File: src/rtl/aes_spi_ctrl.sv
// -----------------------------------------------------------------------------
// aes_spi_ctrl
// SPI-slave (mode 0) front end that sequences the AES core over a byte-command
// protocol. An external master loads a key (cmd 0x01), loads a plaintext block
// and starts the core (cmd 0x02), and reads back the result (cmd 0x03).
// All SPI pins are resynchronised into the i_clk domain, so i_clk must run at
// least 8x faster than i_spi_sclk.
//
// Ports:
//   i_clk            system clock
//   i_rst            synchronous active-high reset
//   i_spi_sclk       SPI clock (CPOL=0, CPHA=0), asynchronous to i_clk
//   i_spi_cs_n       SPI chip select, active low
//   i_spi_mosi       SPI data in, MSB first
//   o_spi_miso       SPI data out, MSB first, 0 when not transmitting
//   o_aes_key        key presented to the AES core
//   o_aes_din        plaintext presented to the AES core
//   o_aes_start      one-clk start pulse to the AES core
//   i_aes_done       one-clk completion pulse from the AES core
//   i_aes_dout       AES result, valid while i_aes_done is high
//   o_busy           high from o_aes_start until i_aes_done
//   o_result_valid   result register holds an unread result
//   o_err            one-clk pulse on any protocol error
// -----------------------------------------------------------------------------
module aes_spi_ctrl #(
   parameter int DATA_W      = 128,
   parameter int CMD_W       = 8,
   parameter int SYNC_STAGES = 2
) (
   input  logic              i_clk,
   input  logic              i_rst,
   input  logic              i_spi_sclk,
   input  logic              i_spi_cs_n,
   input  logic              i_spi_mosi,
   output logic              o_spi_miso,
   output logic [DATA_W-1:0] o_aes_key,
   output logic [DATA_W-1:0] o_aes_din,
   output logic              o_aes_start,
   input  logic              i_aes_done,
   input  logic [DATA_W-1:0] i_aes_dout,
   output logic              o_busy,
   output logic              o_result_valid,
   output logic              o_err
);

   localparam int                CNT_W     = $clog2(DATA_W);
   localparam logic [CNT_W-1:0]  CMD_LAST  = CNT_W'(CMD_W - 1);
   localparam logic [CNT_W-1:0]  DATA_LAST = CNT_W'(DATA_W - 1);
   localparam logic [CMD_W-1:0]  CMD_KEY   = CMD_W'(1);
   localparam logic [CMD_W-1:0]  CMD_START = CMD_W'(2);
   localparam logic [CMD_W-1:0]  CMD_READ  = CMD_W'(3);

   typedef enum logic [2:0] {S_IDLE, S_CMD, S_RX, S_TX, S_DRAIN} state_t;

   state_t                 r_state;
   logic [SYNC_STAGES-1:0] r_sclk_sync;
   logic [SYNC_STAGES-1:0] r_cs_sync;
   logic [SYNC_STAGES-1:0] r_mosi_sync;
   logic                   r_sclk_d;
   logic                   r_cs_d;
   logic [CNT_W-1:0]       r_bit_cnt;
   logic [CMD_W-1:0]       r_cmd;
   logic [DATA_W-1:0]      r_shift;
   logic [DATA_W-1:0]      r_result;
   logic [DATA_W-1:0]      r_aes_key;
   logic [DATA_W-1:0]      r_aes_din;
   logic [DATA_W-1:0]      r_key_pend;
   logic                   r_key_pend_vld;
   logic                   r_key_loaded;
   logic                   r_tx_first;
   logic                   r_miso;
   logic                   r_aes_start;
   logic                   r_busy;
   logic                   r_result_valid;
   logic                   r_err;

   logic                   w_sclk;
   logic                   w_cs_n;
   logic                   w_mosi;
   logic                   w_sclk_rise;
   logic                   w_sclk_fall;
   logic                   w_cs_fall;
   logic [CMD_W-1:0]       w_cmd_next;
   logic [DATA_W-1:0]      w_shift_next;

   assign w_sclk       = r_sclk_sync[SYNC_STAGES-1];
   assign w_cs_n       = r_cs_sync[SYNC_STAGES-1];
   assign w_mosi       = r_mosi_sync[SYNC_STAGES-1];
   assign w_sclk_rise  = w_sclk & ~r_sclk_d;
   assign w_sclk_fall  = ~w_sclk & r_sclk_d;
   // Synchroniser resets to 0, so a master still holding cs_n low across a
   // reset produces no falling edge and must re-select first.
   assign w_cs_fall    = r_cs_d & ~w_cs_n;
   assign w_cmd_next   = {r_cmd[CMD_W-2:0], w_mosi};
   assign w_shift_next = {r_shift[DATA_W-2:0], w_mosi};

   assign o_spi_miso     = r_miso;
   assign o_aes_key      = r_aes_key;
   assign o_aes_din      = r_aes_din;
   assign o_aes_start    = r_aes_start;
   assign o_busy         = r_busy;
   assign o_result_valid = r_result_valid;
   assign o_err          = r_err;

   always_ff @(posedge i_clk) begin
      if (i_rst) begin
         r_state        <= S_IDLE;
         r_sclk_sync    <= '0;
         r_cs_sync      <= '0;
         r_mosi_sync    <= '0;
         r_sclk_d       <= 1'b0;
         r_cs_d         <= 1'b0;
         r_bit_cnt      <= '0;
         r_cmd          <= '0;
         r_shift        <= '0;
         r_result       <= '0;
         r_aes_key      <= '0;
         r_aes_din      <= '0;
         r_key_pend     <= '0;
         r_key_pend_vld <= 1'b0;
         r_key_loaded   <= 1'b0;
         r_tx_first     <= 1'b0;
         r_miso         <= 1'b0;
         r_aes_start    <= 1'b0;
         r_busy         <= 1'b0;
         r_result_valid <= 1'b0;
         r_err          <= 1'b0;
      end else begin
         r_sclk_sync <= {r_sclk_sync[SYNC_STAGES-2:0], i_spi_sclk};
         r_cs_sync   <= {r_cs_sync[SYNC_STAGES-2:0], i_spi_cs_n};
         r_mosi_sync <= {r_mosi_sync[SYNC_STAGES-2:0], i_spi_mosi};
         r_sclk_d    <= w_sclk;
         r_cs_d      <= w_cs_n;
         r_aes_start <= 1'b0;
         r_err       <= 1'b0;

         // Core completion; a stray done while idle is ignored.
         if (i_aes_done && r_busy) begin
            r_result       <= i_aes_dout;
            r_result_valid <= 1'b1;
            r_busy         <= 1'b0;
         end

         // A key received while the core was running lands once it is idle,
         // i.e. the cycle after aes_done, so the core never sees it change.
         if (r_key_pend_vld && !r_busy) begin
            r_aes_key      <= r_key_pend;
            r_key_pend_vld <= 1'b0;
         end

         case (r_state)
            S_IDLE: begin
               r_miso <= 1'b0;
               if (w_cs_fall) begin
                  r_state   <= S_CMD;
                  r_bit_cnt <= '0;
               end
            end

            S_CMD: begin
               if (w_cs_n) begin
                  r_state <= S_IDLE;
               end else if (w_sclk_rise) begin
                  r_cmd     <= w_cmd_next;
                  r_bit_cnt <= r_bit_cnt + CNT_W'(1);
                  if (r_bit_cnt == CMD_LAST) begin
                     r_bit_cnt  <= '0;
                     r_tx_first <= 1'b1;
                     case (w_cmd_next)
                        CMD_KEY: r_state <= S_RX;
                        CMD_START: begin
                           if (!r_busy && r_key_loaded) begin
                              r_state <= S_RX;
                           end else begin
                              r_err   <= 1'b1;
                              r_state <= S_DRAIN;
                           end
                        end
                        CMD_READ: begin
                           if (r_result_valid) begin
                              r_state <= S_TX;
                           end else begin
                              r_err   <= 1'b1;
                              r_state <= S_DRAIN;
                           end
                        end
                        default: begin
                           r_err   <= 1'b1;
                           r_state <= S_DRAIN;
                        end
                     endcase
                  end
               end
            end

            S_RX: begin
               if (w_cs_n) begin
                  r_state <= S_IDLE;
               end else if (w_sclk_rise) begin
                  r_shift   <= w_shift_next;
                  r_bit_cnt <= r_bit_cnt + CNT_W'(1);
                  if (r_bit_cnt == DATA_LAST) begin
                     r_state <= S_DRAIN;
                     if (r_cmd == CMD_KEY) begin
                        r_key_loaded <= 1'b1;
                        if (r_busy) begin
                           r_key_pend     <= w_shift_next;
                           r_key_pend_vld <= 1'b1;
                        end else begin
                           r_aes_key <= w_shift_next;
                        end
                     end else begin
                        r_aes_din      <= w_shift_next;
                        r_aes_start    <= 1'b1;
                        r_busy         <= 1'b1;
                        r_result_valid <= 1'b0;
                     end
                  end
               end
            end

            S_TX: begin
               if (w_cs_n) begin
                  r_state <= S_IDLE;
                  r_miso  <= 1'b0;
               end else begin
                  // Mode 0: drive on falling edge, master samples on rising.
                  if (w_sclk_fall) begin
                     r_tx_first <= 1'b0;
                     if (r_tx_first) begin
                        r_shift <= r_result;
                        r_miso  <= r_result[DATA_W-1];
                     end else begin
                        r_shift <= {r_shift[DATA_W-2:0], 1'b0};
                        r_miso  <= r_shift[DATA_W-2];
                     end
                  end
                  if (w_sclk_rise) begin
                     r_bit_cnt <= r_bit_cnt + CNT_W'(1);
                     if (r_bit_cnt == DATA_LAST) begin
                        r_result_valid <= 1'b0;
                        r_state        <= S_DRAIN;
                     end
                  end
               end
            end

            S_DRAIN: begin
               r_miso <= 1'b0;
               if (w_cs_n) r_state <= S_IDLE;
            end

            default: r_state <= S_IDLE;
         endcase
      end
   end

endmodule
File: config.mk
export PLATFORM = sky130hd
export DESIGN_NAME = aes_spi_ctrl
export DESIGN_NICKNAME = d
export VERILOG_FILES = /design/src/rtl/aes_spi_ctrl.sv
export SDC_FILE = /design/constraint.sdc
export NUM_CORES = 2
export LEC_CHECK = 0
export CAP_MARGIN = 20
export CORE_AREA = 10 10 250 252
export CTS_BUF_LIST = sky130_fd_sc_hd__clkbuf_16
export DETAILED_ROUTE_END_ITERATION = 16
export DIE_AREA = 0 0 260 262
export PLACE_DENSITY = 0.81
export SLEW_MARGIN = 20
export SYNTH_ARGS = -nofsm -noshare
export SYNTH_HDL_FRONTEND = slang
export SYNTH_SLANG_ARGS = --single-unit
File: constraint.sdc
create_clock -name i_clk -period 2.2 [get_ports i_clk]
set_clock_uncertainty 0.1 [all_clocks]
set_input_delay 0.66 -clock i_clk [delete_from_list [all_inputs] [get_ports i_clk]]
set_output_delay 0.66 -clock i_clk [all_outputs]
set_load 0.02 [all_outputs]
# Word-level counts from Yosys, hierarchy flattened
# Cells that the tools add are included.
# Widths: inputs -> output; s select.
# word_totals
reg_bits	673
in_bits	134
output_inout_bits	261
word_cells	150
# op_classes
n_addsub	1
eq_ne	26
mux	68
n_bitwise	12
n_reduce_logical	22
# op_table
op	count
$mux 128	7
$mux 127	5
$pmux 127 s2	1
$mux 7	6
$mux 1	32
$mux 3	10
$reduce_and 6->1	4
$pmux 7 s3	1
$ne 2x2->1 const B	10
$eq 8x1->1 const B	2
$eq 8x2->1 const B	2
$reduce_and 5->1	3
$pmux 3 s4	1
$reduce_or 5->1	2
$ne 3x3->1 const B	3
$not 1->1	9
$pmux 3 s3	1
$add 7x1->7 const B	1
$eq 7x3->1 const B	1
$eq 7x7->1 const B	1
$eq 3x2->1 const B	2
$ne 3x1->1 const B	2
$pmux 1 s2	3
$reduce_bool 2->1	3
other kinds (12)	17

# Depth between registers and ports, before layout
# depth
depth_word	9
mapped_depth	8
mapped_depth_nobuf	5

# Worst setup path after synthesis
# No wires, ideal clock.
# synth_timing
path_type	register to register
start	register r_bit_cnt[0]
end	register r_aes_key[24], in the netlist o_aes_key[24]
setup_time_ns	0.072
arrival_time_ns	2.182
required_time_ns	2.028
path_slack_ns	-0.154
path_stages_with_launch	9
path_buffers	3
period_less_slack_ns	2.354
cell_sequence	dfxtp_1 > ha_1 > nand3_1 > or4_4 > clkbuf_1 > nor4_2 > buf_4 > buf_6 > mux2i_1
# synth_between
elab_chain_cells	5
# synth_rtl
item	line	text
start, declared	61	logic [CNT_W-1:0] r_bit_cnt;
start signal, assigned	165	r_bit_cnt <= r_bit_cnt + CNT_W'(1);
start signal, assigned	201	r_bit_cnt <= r_bit_cnt + CNT_W'(1);
start signal, assigned	239	r_bit_cnt <= r_bit_cnt + CNT_W'(1);
$eq 7x7->1	202	if (r_bit_cnt == DATA_LAST) begin
$mux 128	202	
$mux 128	199	end else if (w_sclk_rise) begin
$mux 128	197	if (w_cs_n) begin
$mux 128	151	case (r_state)
end signal, assigned	147	r_aes_key <= r_key_pend;
end signal, assigned	210	r_aes_key <= w_shift_next;
end, declared	65	logic [DATA_W-1:0] r_aes_key;
# Every way passes these cells.
# A chain may end at the register's enable or synchronous reset.

# Worst setup path after layout
# layout_timing
start	register r_bit_cnt[1]
end	register r_key_pend[106]
# layout_between
elab_chain_cells	2
# layout_rtl
item	line	text
$eq 7x7->1	202	
$reduce_and 6->1 (no source line)	--	
end signal, assigned	207	r_key_pend <= w_shift_next;
end, declared	67	logic [DATA_W-1:0] r_key_pend;
# Every way passes these cells.

==> results.py <==
metrics = {
    "logic_synthesis": {
        "ys_async_sr_fraction": 0,
        "synth.distinct_cells": 48,
        "muxShareOfSynthArea": 0.1509,
        "ys_seq_elements": 673,
        "synth_fa_ha_area_frac": 0.0004484,
        "syn_inst": 3243,
        "synth-main-ff-cell": "dfxtp_1",
        "mappedNetlistArea_um2": 27900,
        "synth-compound-area-share": 0.1083,
        "syn_avg_cell_area_um2": 8.604,
        "synthSimpleGateAreaFrac": 0.2114,
        "syn_nets": 3378,
        "synth_top_family_by_area": "simple AND/OR/NAND/NOR gates",
        "synth-edff-count": 0,
        "ys_warn_count": 0,
        "seq_area_frac_synth": 0.4828,
        "synth_xor_area_frac": 0,
    },
    "layout": {
        "drive_gt1_frac": 0.1152,
        "mostFrequentLayoutCell": "nand2_1",
        "final_cell_mix": "910 x nand2_1, 666 x dfxtp_1, 330 x mux2i_1",
        "seqCellArea_um2": 13490,
        "layout.nets": 3744,
        "multi_input_area_um2": 13320,
        "final_cells": 4420,
        "synthToLayoutAreaGrowth_pct": 29.54,
        "fillers": 4757,
    },
    "placed_design": {
        "place_ws_ns": -0.1538,
        "gp_congestion": 0.8698,
        "dp_cells": 4261,
        "dpl.hpwl_um": 55720,
        "port_buffers": 394,
    },
    "critical_path": {
        "cp_slowest_stage_delay_ns": 0.51,
        "path_common_cell": "or4_4",
        "crit_slowest_cell": "or4_4",
        "worst_setup_path_end_kind": "register",
        "worstPathRequired_ns": 2.58,
        "path_max_fanout": 11,
        "start_kind": "register",
        "cp.arrival_ns": 2.66,
        "critPathTopFamily": "simple AND/OR/NAND/NOR gates",
        "path_buf_inv": 2,
        "critical_path_class": "reg2reg",
        "reg2reg_slack_ns": -0.09,
        "crit_chain": "ha_4 -> nand3_2 -> or4_4 -> or4_4 -> buf_12 -> clkbuf_16 -> mux2i_1",
    },
    "sta": {
        "rsz0062_at_grt": "true",
        "min_period_ns": 2.286,
        "worst_slack_ns": -0.08645,
        "setup_viol": 188,
        "slew_headroom": 0.4863,
        "max_slew.worst_pin.slew_ns": 0.7705,
        "period_share": 1.039,
        "fmax_mhz": 437.4,
        "drv_slew": 0,
        "holdWs_ns": 0.2409,
        "finalHoldViolCount": 0,
    },
    "pwr": {
        "powerDensity_nw_per_um2": 679.2,
        "pwr-share-seq": 0.497,
        "comb_power_share": 0.028,
        "peakVddDrop_v": 0.0005564,
        "clockPowerShare": 0.475,
        "p_leak_uw": 0.01437,
        "p_sw_uw": 5344,
        "swShare": 0.2177,
        "power.internal_uw": 19200,
    },
    "route": {
        "via_per_inst": 5.640,
        "vias": 24930,
        "antenna_left": 0,
        "drc": 0,
        "drtIter0Drc": 2067,
        "drt-total-wl_um": 89100,
        "routedWlPerCell_um": 20.16,
        "drt_pass1_iterations": 6,
    },
    "global_routing": {
        "grt_usage": 0.2341,
        "antenna_found_initial": 1,
        "grt_pass1_vias": 23630,
        "grt_pass1_wl_um": 130000,
        "grt_max_degree": 115,
        "overflow": 0,
    },
    "min_path": {
        "hold_class": "in2reg",
    },
    "floorplan": {
        "rows": 88,
        "start_util": 0.4864,
        "die_y_um": 262,
        "die_w_um": 260,
        "io_pins": 395,
        "die-area_um2": 68120,
        "coreArea_um2": 57370,
    },
    "clocking": {
        "clk_pin_slew_ns": 0.06,
        "clock_latency_ns": 0.60,
        "cts_tree": "yes",
        "clock_sinks": 673,
        "hold_buffers": 0,
        "htree_levels": 3,
        "clk_path_buf_depth": 3,
        "cts_buffers": 71,
        "clockRootBuffer": "clkbuf_16",
    },
    "job": {
        "max-cap-violations": 0,
    },
    "status": {
        "violations": "setup timing",
        "status": "complete, but fails checks",
    },
}
-- power groups by stage --
stage / Combinational (uW) / Sequential (uW) / Clock (uW)
final: 693 / 12200 / 11700
after global routing: 734 / 12200 / 12300
after CTS: 681 / 12200 / 11800
after detailed placement: 677 / 12500 / 0
after global placement: 678 / 12500 / 0
after floorplan: 264 / 12500 / 0
-- cell type report --
type,instances,area share
inverters,6,0.0008308
diodes,1,0.00006923
well taps,765,0.02648
multi-input cells,2274,0.3686
repair buffers,583,0.1695
flip-flops and latches,673,0.3731
clock inverters,42,0.008827
clock buffers,76,0.05262
-- path summary, 6_finish.rpt --
check	startpoint	to	cells after the start
max reg2reg	r_bit_cnt[1]	r_key_pend[106]	7
min reg2reg	r_key_loaded	r_key_loaded	2
max	r_bit_cnt[1]	r_key_pend[106]	7
min	i_rst	r_sclk_d	2
-- cells by family (layout without fill, tap and decap cells) --
family                   count (synthesis)  after routing
flip-flops                             673            673
adder cells (fa/ha/maj)                  1              1
AND/OR/NAND/NOR                       1403           1404
other                                    0              1
AO/OA/AOI/OAI                          458            458
buffers and inverters                  297            707
multiplexers                           411            411
-- Yosys cell counts, types with 2 or more instances --
cell,instances,area share
a21oi_1,202,0.036
a311oi_1,127,0.040
and2_1,2,0.00045
and3b_1,2,0.00063
and4_1,2,0.00063
buf_1,14,0.0019
buf_2,18,0.0032
buf_6,19,0.0077
clkbuf_1,239,0.032
dfxtp_1,673,0.48
inv_1,6,0.00081
mux2_2,78,0.031
mux2i_1,333,0.12
nand2_1,912,0.12
nand2b_1,57,0.013
nand3_1,143,0.026
nand3b_1,5,0.0013
nand4_1,2,0.00045
nor2_1,188,0.025
nor2b_1,10,0.0022
nor3_1,5,0.00090
nor3b_1,6,0.0016
o21ai_0,60,0.011
o311ai_0,53,0.017
o31ai_1,4,0.0011
o41ai_1,3,0.00094
or3_1,55,0.012
or4_1,5,0.0013
-- flip-flops by register name, summed over array words and instances, names as in the netlist, named ones only --
signal          count
o_aes_din         128
o_aes_key          75
o_aes_start         1
o_busy              1
o_err               1
o_result_valid      1
o_spi_miso          1
r_bit_cnt           7
r_cmd               8
r_cs_d              1
r_cs_sync           2
r_key_loaded        1
r_key_pend        128
r_key_pend_vld      1
r_mosi_sync         2
r_result          128
r_sclk_d            1
r_sclk_sync         2
r_shift           127
r_state             3
r_tx_first          1
-- per-stage QoR --
stage	setup TNS, ns	instance area (um^2)	total power [uW]	util
CTS	-9.898	35380	24710	0.6167
global route	-26.77	36150	25230	0.6301
floorplan	-9.301	28000	12730	-
detailed placement	-15.04	33320	13150	0.5808
global placement	-7.291	33320	13150	0.5808
finish	-7.285	36150	24550	0.6301
-- per-layer routing --
metal,up-vias,routed length [um],global-route usage
met4,0,2528,0.07991
met1,12000,36140,0.2849
li1,11880,-,-
met3,147,7601,0.05755
met5,-,0,0
met2,912,42830,0.3990
-- what timing repair did --
action | 4_1_cts | 5_1_grt
pin swaps | 3 | 10
gates cloned | 2 | 27
endpoints found under the setup margin | 587 | 311
setup buffers | 1 | 10
gates resized for setup | 305 | 56
Power figures use the tool's default switching activity.
